===== src/rtl/mips_pkg.sv =====
// Shared MIPS definitions: branch opcodes, REGIMM sub-ops and the branch
// classification used by both the predictor and the resolver.
package mips_pkg;

    localparam logic [5:0] OP_REGIMM = 6'h01;
    localparam logic [5:0] OP_BEQ    = 6'h04;
    localparam logic [5:0] OP_BNE    = 6'h05;
    localparam logic [5:0] OP_BLEZ   = 6'h06;
    localparam logic [5:0] OP_BGTZ   = 6'h07;

    localparam logic [4:0] RT_BLTZ   = 5'd0;
    localparam logic [4:0] RT_BGEZ   = 5'd1;

    // Resolver control state: RECOVER covers exactly the flush cycle.
    typedef enum logic {
        ST_RUN,
        ST_RECOVER
    } br_state_e;

    // Conditional branch held in EX awaiting resolution.
    typedef struct packed {
        logic        valid;
        logic [5:0]  op;
        logic [4:0]  rt;
        logic        pred;
        logic [31:0] target;
        logic [31:0] fallthru;
    } ex_rec_t;

    // True for the six conditional branch encodings; other REGIMM sub-ops are not branches.
    function automatic logic is_branch(input logic [5:0] op, input logic [4:0] rt);
        case (op)
            OP_BEQ, OP_BNE, OP_BLEZ, OP_BGTZ: return 1'b1;
            OP_REGIMM:                        return (rt == RT_BLTZ) || (rt == RT_BGEZ);
            default:                          return 1'b0;
        endcase
    endfunction

    // Taken target: address of the delay slot plus the word-scaled signed offset.
    function automatic logic [31:0] branch_target(input logic [31:0] pc, input logic [15:0] imm);
        return pc + 32'd4 + {{14{imm[15]}}, imm, 2'b00};
    endfunction

endpackage


===== src/rtl/branch_resolver_if.sv =====
// ID/EX-side inputs and predictor/fetch-side results of the branch resolver.
interface branch_resolver_if #(
    parameter int CNT_W = 32
);
    logic             id_valid;
    logic [5:0]       id_opcode;
    logic [4:0]       id_rt;
    logic [31:0]      id_pc;
    logic [15:0]      id_imm;
    logic             id_pred_taken;
    logic             stall;
    logic [31:0]      ex_rs_data;
    logic [31:0]      ex_rt_data;
    logic             bp_update;
    logic             bp_actual;
    logic             flush;
    logic [31:0]      redirect_pc;
    logic [CNT_W-1:0] branch_count;
    logic [CNT_W-1:0] mispredict_count;

    // Pipeline side: presents instructions and operands, consumes results.
    modport master (
        output id_valid, id_opcode, id_rt, id_pc, id_imm, id_pred_taken,
        output stall, ex_rs_data, ex_rt_data,
        input  bp_update, bp_actual, flush, redirect_pc,
        input  branch_count, mispredict_count
    );

    // Resolver side.
    modport slave (
        input  id_valid, id_opcode, id_rt, id_pc, id_imm, id_pred_taken,
        input  stall, ex_rs_data, ex_rt_data,
        output bp_update, bp_actual, flush, redirect_pc,
        output branch_count, mispredict_count
    );
endinterface


===== src/rtl/branch_cond.sv =====
// Combinational branch condition evaluation on forwarded EX operands.
module branch_cond
    import mips_pkg::*;
(
    input  logic [5:0]  op,
    input  logic [4:0]  rt,
    input  logic [31:0] rs_data,
    input  logic [31:0] rt_data,
    output logic        taken
);

    logic rs_neg;
    logic rs_zero;

    assign rs_neg  = rs_data[31];
    assign rs_zero = (rs_data == 32'd0);

    // Select the comparison implied by the opcode (and REGIMM sub-op).
    always_comb begin
        // NOTE: default assignment first so every path drives taken and no latch is inferred.
        taken = 1'b0;
        case (op)
            OP_BEQ:    taken = (rs_data == rt_data);
            OP_BNE:    taken = (rs_data != rt_data);
            OP_BLEZ:   taken = rs_neg || rs_zero;
            OP_BGTZ:   taken = !rs_neg && !rs_zero;
            OP_REGIMM: begin
                if (rt == RT_BLTZ) begin
                    taken = rs_neg;
                end else if (rt == RT_BGEZ) begin
                    taken = !rs_neg;
                end
            end
            default:   taken = 1'b0;
        endcase
    end

endmodule


===== src/rtl/branch_resolver.sv =====
// Execute-stage branch resolver: captures branches leaving ID, resolves them
// in EX, trains the predictor and redirects fetch on a misprediction.
module branch_resolver
    import mips_pkg::*;
#(
    parameter int CNT_W = 32
) (
    input  logic             clk,
    input  logic             reset,
    branch_resolver_if.slave bus
);

    ex_rec_t     rec;
    br_state_e   state;
    logic        taken;
    logic        resolve;
    logic        mispredict;

    branch_cond u_cond (
        .op      (rec.op),
        .rt      (rec.rt),
        .rs_data (bus.ex_rs_data),
        .rt_data (bus.ex_rt_data),
        .taken   (taken)
    );

    // A branch in EX during RECOVER is the delay slot and is dropped.
    assign resolve    = rec.valid && !bus.stall && (state == ST_RUN);
    assign mispredict = taken ^ rec.pred;

    // EX record: cleared during flush, held on stall, otherwise loaded from ID.
    always_ff @(posedge clk or posedge reset) begin
        if (reset) begin
            rec <= '0;
        end else if (state == ST_RECOVER) begin
            // NOTE: sequential state uses non-blocking assignments so all flops update from pre-edge values.
            rec.valid <= 1'b0;
        end else if (!bus.stall) begin
            rec.valid    <= bus.id_valid && is_branch(bus.id_opcode, bus.id_rt);
            rec.op       <= bus.id_opcode;
            rec.rt       <= bus.id_rt;
            rec.pred     <= bus.id_pred_taken;
            rec.target   <= branch_target(bus.id_pc, bus.id_imm);
            rec.fallthru <= bus.id_pc + 32'd8;
        end
    end

    // FSM plus registered results: one-cycle pulses, held direction/redirect, counters.
    always_ff @(posedge clk or posedge reset) begin
        if (reset) begin
            state                <= ST_RUN;
            bus.bp_update        <= 1'b0;
            bus.bp_actual        <= 1'b0;
            bus.flush            <= 1'b0;
            bus.redirect_pc      <= 32'd0;
            bus.branch_count     <= '0;
            bus.mispredict_count <= '0;
        end else begin
            bus.bp_update <= resolve;
            bus.flush     <= resolve && mispredict;

            case (state)
                ST_RUN:     if (resolve && mispredict) state <= ST_RECOVER;
                ST_RECOVER: state <= ST_RUN;
                default:    state <= ST_RUN;
            endcase

            if (resolve) begin
                bus.bp_actual        <= taken;
                bus.redirect_pc      <= taken ? rec.target : rec.fallthru;
                bus.branch_count     <= bus.branch_count + CNT_W'(1);
                bus.mispredict_count <= bus.mispredict_count + CNT_W'(mispredict);
            end
        end
    end

endmodule


===== src/flat_wrapper.sv =====
// flat-port wrapper written by rule: the top's interface ports become plain ports
module branch_resolver_flat import mips_pkg::*;
#(
    parameter int CNT_W = 32
)
  (clk, reset, bus_id_valid, bus_id_opcode, bus_id_rt, bus_id_pc, bus_id_imm, bus_id_pred_taken, bus_stall, bus_ex_rs_data, bus_ex_rt_data, bus_bp_update, bus_bp_actual, bus_flush, bus_redirect_pc, bus_branch_count, bus_mispredict_count);
  branch_resolver_if #(.CNT_W(CNT_W)) bus_i ();
  input  logic clk;
  input  logic reset;
  input wire logic [$bits(bus_i.id_valid)-1:0] bus_id_valid;
  input wire logic [$bits(bus_i.id_opcode)-1:0] bus_id_opcode;
  input wire logic [$bits(bus_i.id_rt)-1:0] bus_id_rt;
  input wire logic [$bits(bus_i.id_pc)-1:0] bus_id_pc;
  input wire logic [$bits(bus_i.id_imm)-1:0] bus_id_imm;
  input wire logic [$bits(bus_i.id_pred_taken)-1:0] bus_id_pred_taken;
  input wire logic [$bits(bus_i.stall)-1:0] bus_stall;
  input wire logic [$bits(bus_i.ex_rs_data)-1:0] bus_ex_rs_data;
  input wire logic [$bits(bus_i.ex_rt_data)-1:0] bus_ex_rt_data;
  output wire logic [$bits(bus_i.bp_update)-1:0] bus_bp_update;
  output wire logic [$bits(bus_i.bp_actual)-1:0] bus_bp_actual;
  output wire logic [$bits(bus_i.flush)-1:0] bus_flush;
  output wire logic [$bits(bus_i.redirect_pc)-1:0] bus_redirect_pc;
  output wire logic [$bits(bus_i.branch_count)-1:0] bus_branch_count;
  output wire logic [$bits(bus_i.mispredict_count)-1:0] bus_mispredict_count;
  assign bus_i.id_valid = bus_id_valid;
  assign bus_i.id_opcode = bus_id_opcode;
  assign bus_i.id_rt = bus_id_rt;
  assign bus_i.id_pc = bus_id_pc;
  assign bus_i.id_imm = bus_id_imm;
  assign bus_i.id_pred_taken = bus_id_pred_taken;
  assign bus_i.stall = bus_stall;
  assign bus_i.ex_rs_data = bus_ex_rs_data;
  assign bus_i.ex_rt_data = bus_ex_rt_data;
  assign bus_bp_update = bus_i.bp_update;
  assign bus_bp_actual = bus_i.bp_actual;
  assign bus_flush = bus_i.flush;
  assign bus_redirect_pc = bus_i.redirect_pc;
  assign bus_branch_count = bus_i.branch_count;
  assign bus_mispredict_count = bus_i.mispredict_count;
  branch_resolver #(.CNT_W(CNT_W)) u_core (.clk(clk), .reset(reset), .bus(bus_i));
endmodule

===== config.mk =====
export PLATFORM = sky130hd
export DESIGN_NAME = branch_resolver_flat
export DESIGN_NICKNAME = d
export VERILOG_FILES = /design/src/rtl/mips_pkg.sv /design/src/rtl/branch_resolver_if.sv /design/src/rtl/branch_cond.sv /design/src/rtl/branch_resolver.sv /design/src/flat_wrapper.sv
export SDC_FILE = /design/constraint.sdc
export NUM_CORES = 1
export LEC_CHECK = 0
export BUFFER_PORTS_ARGS = -buffer_cell sky130_fd_sc_hd__buf_2
export CAP_MARGIN = 40
export CORE_MARGIN = 2
export CORE_UTILIZATION = 45
export DETAILED_ROUTE_END_ITERATION = 6
export GPL_ROUTABILITY_DRIVEN = 0
export PLACE_DENSITY = 0.68
export SYNTH_ARGS = -nofsm -noshare
export SYNTH_HDL_FRONTEND = slang
export SYNTH_SLANG_ARGS = --single-unit

===== constraint.sdc =====
create_clock -name clk -period 12 [get_ports clk]
set_input_delay 1.8 -clock clk [delete_from_list [all_inputs] [get_ports clk]]
set_output_delay 1.8 -clock clk [all_outputs]
set_load 0.1 [all_outputs]

==> results.cfg <==
[power]
total_power_mw = 1.85
p_per_area_mw_per_mm2 = 153
p_switching_mw = 0.674
clkPwrFrac_pct = 34.4
p_int_mw = 1.18
p_comb_share_pct = 28.0
switching_share_pct = 36.4
power_frac_seq_pct = 37.6
p_leak_nw = 6.22
ir_drop_v = 0.000106

[grt]
grt_use_total_pct = 20.7
grt_max_degree = 75
grt_pass1_wl_um = 39400
antenna_found_initial = 4
grt_pass1_vias = 7841
gr-total-overflow = 0

[clocking]
cts_hold_buf = 0
numCtsBuffers = 17
postCtsSetupBuffers = 0
insertion_delay_ns = 0.43
clkTransAtPathRegs_ns = 0.07
cts_root_buffer = clkbuf_16
cts.sinks = 175
cts_resized = 0
htree_levels = 4
cts_tree = built
clockBufferDepth = 2

[route]
wl_met2_um = 10700
first_pass_iters = 5
vias = 8091
viasPerCell = 5.23
wl_met1_um = 11600
detail-route-antenna-nets = 0
drt-initial-drc-count = 338
drc = 0
wl_met3_um = 1130
wire_per_inst_um = 15.3
top_layer = met5
routed_wirelength_um = 23600

[placement]
placed_area_mm2 = 0.0114
dp_hpwl_um = 17900
io_buffers = 226

[critical_path]
crit_path_cell_trace = buf_2 > nor4_1 > nand4_1 > or3_1 > a21oi_1 > o21ai_1 > o21a_2 > buf_4 > xnor2_2 > ha_1 > nand2_1 > or3_4 > nor4_2 > and3_1 > nand4_1 > nor2_2 > nand2_1 > xnor2_2
crit_path_end_kind = flip-flop
startpoint = bus_ex_rs_data[22]
r2r_start = u_core.rec[71]
path_class = in2reg
critPathRequiredTime_ns = 12.31
crit_path_max_fanout = 32
crit_slowest_cell = or3_1
cp.arrival_ns = 5.55
max_stage_delay_ns = 0.38
crit_path_start_kind = input port

[sta]
layout_min_cycle_time_ns = 5.24
tightest_slew_ns = 0.697
finalHoldViolations = 0
period_share_pct = 43.7
fin_skew_ns = 0.00989
report.final.slew_viol_count = 0
setup_viol = 0
setup_tns_ns = 0
fmax_mhz = 191
rsz0062_at_grt = no
hold_slack_ns = 0.467
slew_headroom_pct = 53.5

[final_layout]
syn2layout_area_growth_pct = 21.5
mostFrequentLayoutCell = buf_2
postLayoutCellArea_mm2 = 0.0121
final_nets = 1442
drive_gt1_share_pct = 23.2
final_cell_mix = buf_2, nand2_1, dfrtp_1, xor2_1, o21ai_0
nFillCells = 2000

[synth]
synthFlopType = dfrtp_1
ys_async_sr_fraction_pct = 100
synth_top_cell_area_share_pct = 43.9
netlist_instances = 1032
syn_nets = 1222
synthTopCellsByArea = dfrtp_1, ha_1, nand2_1
synth_area_mm2 = 0.00997
synth_edf_count = 0
ys_ff_latch = 175
synth_top_cell_by_area = dfrtp_1
yosysWarningCount = 0
avgSynthCellArea_um2 = 9.66
synth_cell_types = 69
yosysSeqAreaShare_pct = 43.9

[floorplanning]
dieHeight_um = 153
initial_core_util_pct = 45.8
row_count = 54
dieArea_mm2 = 0.0234
fp.coreArea_mm2 = 0.0218
die_x_um = 153
io_pins = 227

[hold_path]
hp-start = u_core.bus.mispredict_count[31]
hold_class = reg2reg

[outcome]
status = finished clean

[flow_run]
cap_violations = 0
[cell usage after synthesis (3+ instances only)]
library cell  count
o21a_1            4
a21oi_1          21
dfrtp_1         175
ha_1             61
xor2_1           85
nor2_2            3
clkbuf_1         25
and2_1           12
nand3_1          31
o211ai_1         10
nor2_1           24
a2bb2oi_1         3
buf_1             4
o21ai_1          34
nand2_1         199
o21ai_0          65
or3_1             5
and4_1            7
buf_6             4
a21o_1           12
nor2b_1           4
nor3_1            7
o21bai_1          3
mux2i_1          30
a211oi_1          6
and3_1           23
inv_1            15
nand4_1          26
a31oi_1           8
nand2b_1          4
o31ai_1           3
nor4_1           17
xnor2_1          60
[logic make-up after synthesis]
| family | count (synthesis) | synth area share (%) |
|---|---|---|
| xor gates and xnor gates | 147 | 13.1 |
| buffers and inverters | 51 | 2.28 |
| AOI/OAI and AO/OA | 186 | 11.3 |
| adders and majority gates | 62 | 7.86 |
| and+or+nand+nor | 380 | 18.5 |
| DFF | 175 | 43.9 |
| muxes | 31 | 3.12 |
[through the flow]
step	std cells	utilization, %	setup WS (ns)
3_3_place_gp	1507	52.1	6.40
3_5_place_dp	1513	52.5	6.37
6_report	1547	55.7	6.76
2_1_floorplan	1032	-	5.45
5_1_grt	1546	55.7	6.46
4_1_cts	1545	55.7	6.77
[path summary, 6_finish.rpt]
check	to	slack (ns)	depth (start not counted)
setup / recovery	u_core.bus.mispredict_count[27]	6.76	18
hold / removal	u_core.bus.mispredict_count[31]	0.47	1
setup reg to reg	u_core.bus.mispredict_count[27]	7.90	17
hold reg to reg	u_core.bus.mispredict_count[31]	0.47	1
max in group asynchronous	u_core.rec[5]	9.24	5
min in group asynchronous	u_core.bus.branch_count[28]	1.33	2
[per-layer routing]
metal | vias up | GRT usage [%]
met5 | - | 0
met4 | 4 | 3.75
met3 | 19 | 4.76
met2 | 190 | 32.6
met1 | 3810 | 29.6
li1 | 4068 | -
[power groups by stage]
stage               logic [mW]  clock network, mW  registers [mW]
CTS                      0.522              0.651           0.697
finish                   0.518              0.636           0.696
global route             0.561              0.673           0.705
detailed placement       0.519                  0           0.707
global placement         0.511                  0           0.705
floorplan                0.189                  0           0.913
[cell type report]
class / instances / area [um2] / share of cell area, %
multi-input combinational: 806 / 5370 / 44.3
sequential: 175 / 4380 / 36.2
timing repair buffer: 236 / 1260 / 10.4
clock buffer: 18 / 439 / 3.63
tap: 280 / 350 / 2.89
clock inverter: 14 / 244 / 2.01
inverter: 16 / 66.3 / 0.547
antenna: 2 / 5.00 / 0.0413
[worst max-delay path, delay by kind of cell]
| kind | cells | cell delay, ns |
|---|---|---|
| simple gates | 10 | 2.39 |
| buf+inv | 2 | 0.44 |
| xor+xnor | 2 | 0.41 |
| compound gates | 3 | 0.35 |
| fa+ha+maj | 1 | 0.18 |
[state kept, by name, indices dropped and copies added, names as in the netlist]
signal,count
u_core.bus.redirect_pc,32
u_core.state,1
u_core.bus.bp_actual,1
u_core.bus.bp_update,1
u_core.bus.flush,1
u_core.bus.branch_count,32
u_core.bus.mispredict_count,32
u_core.rec,75
No activity file was read; power rests on OpenSTA's default activity.
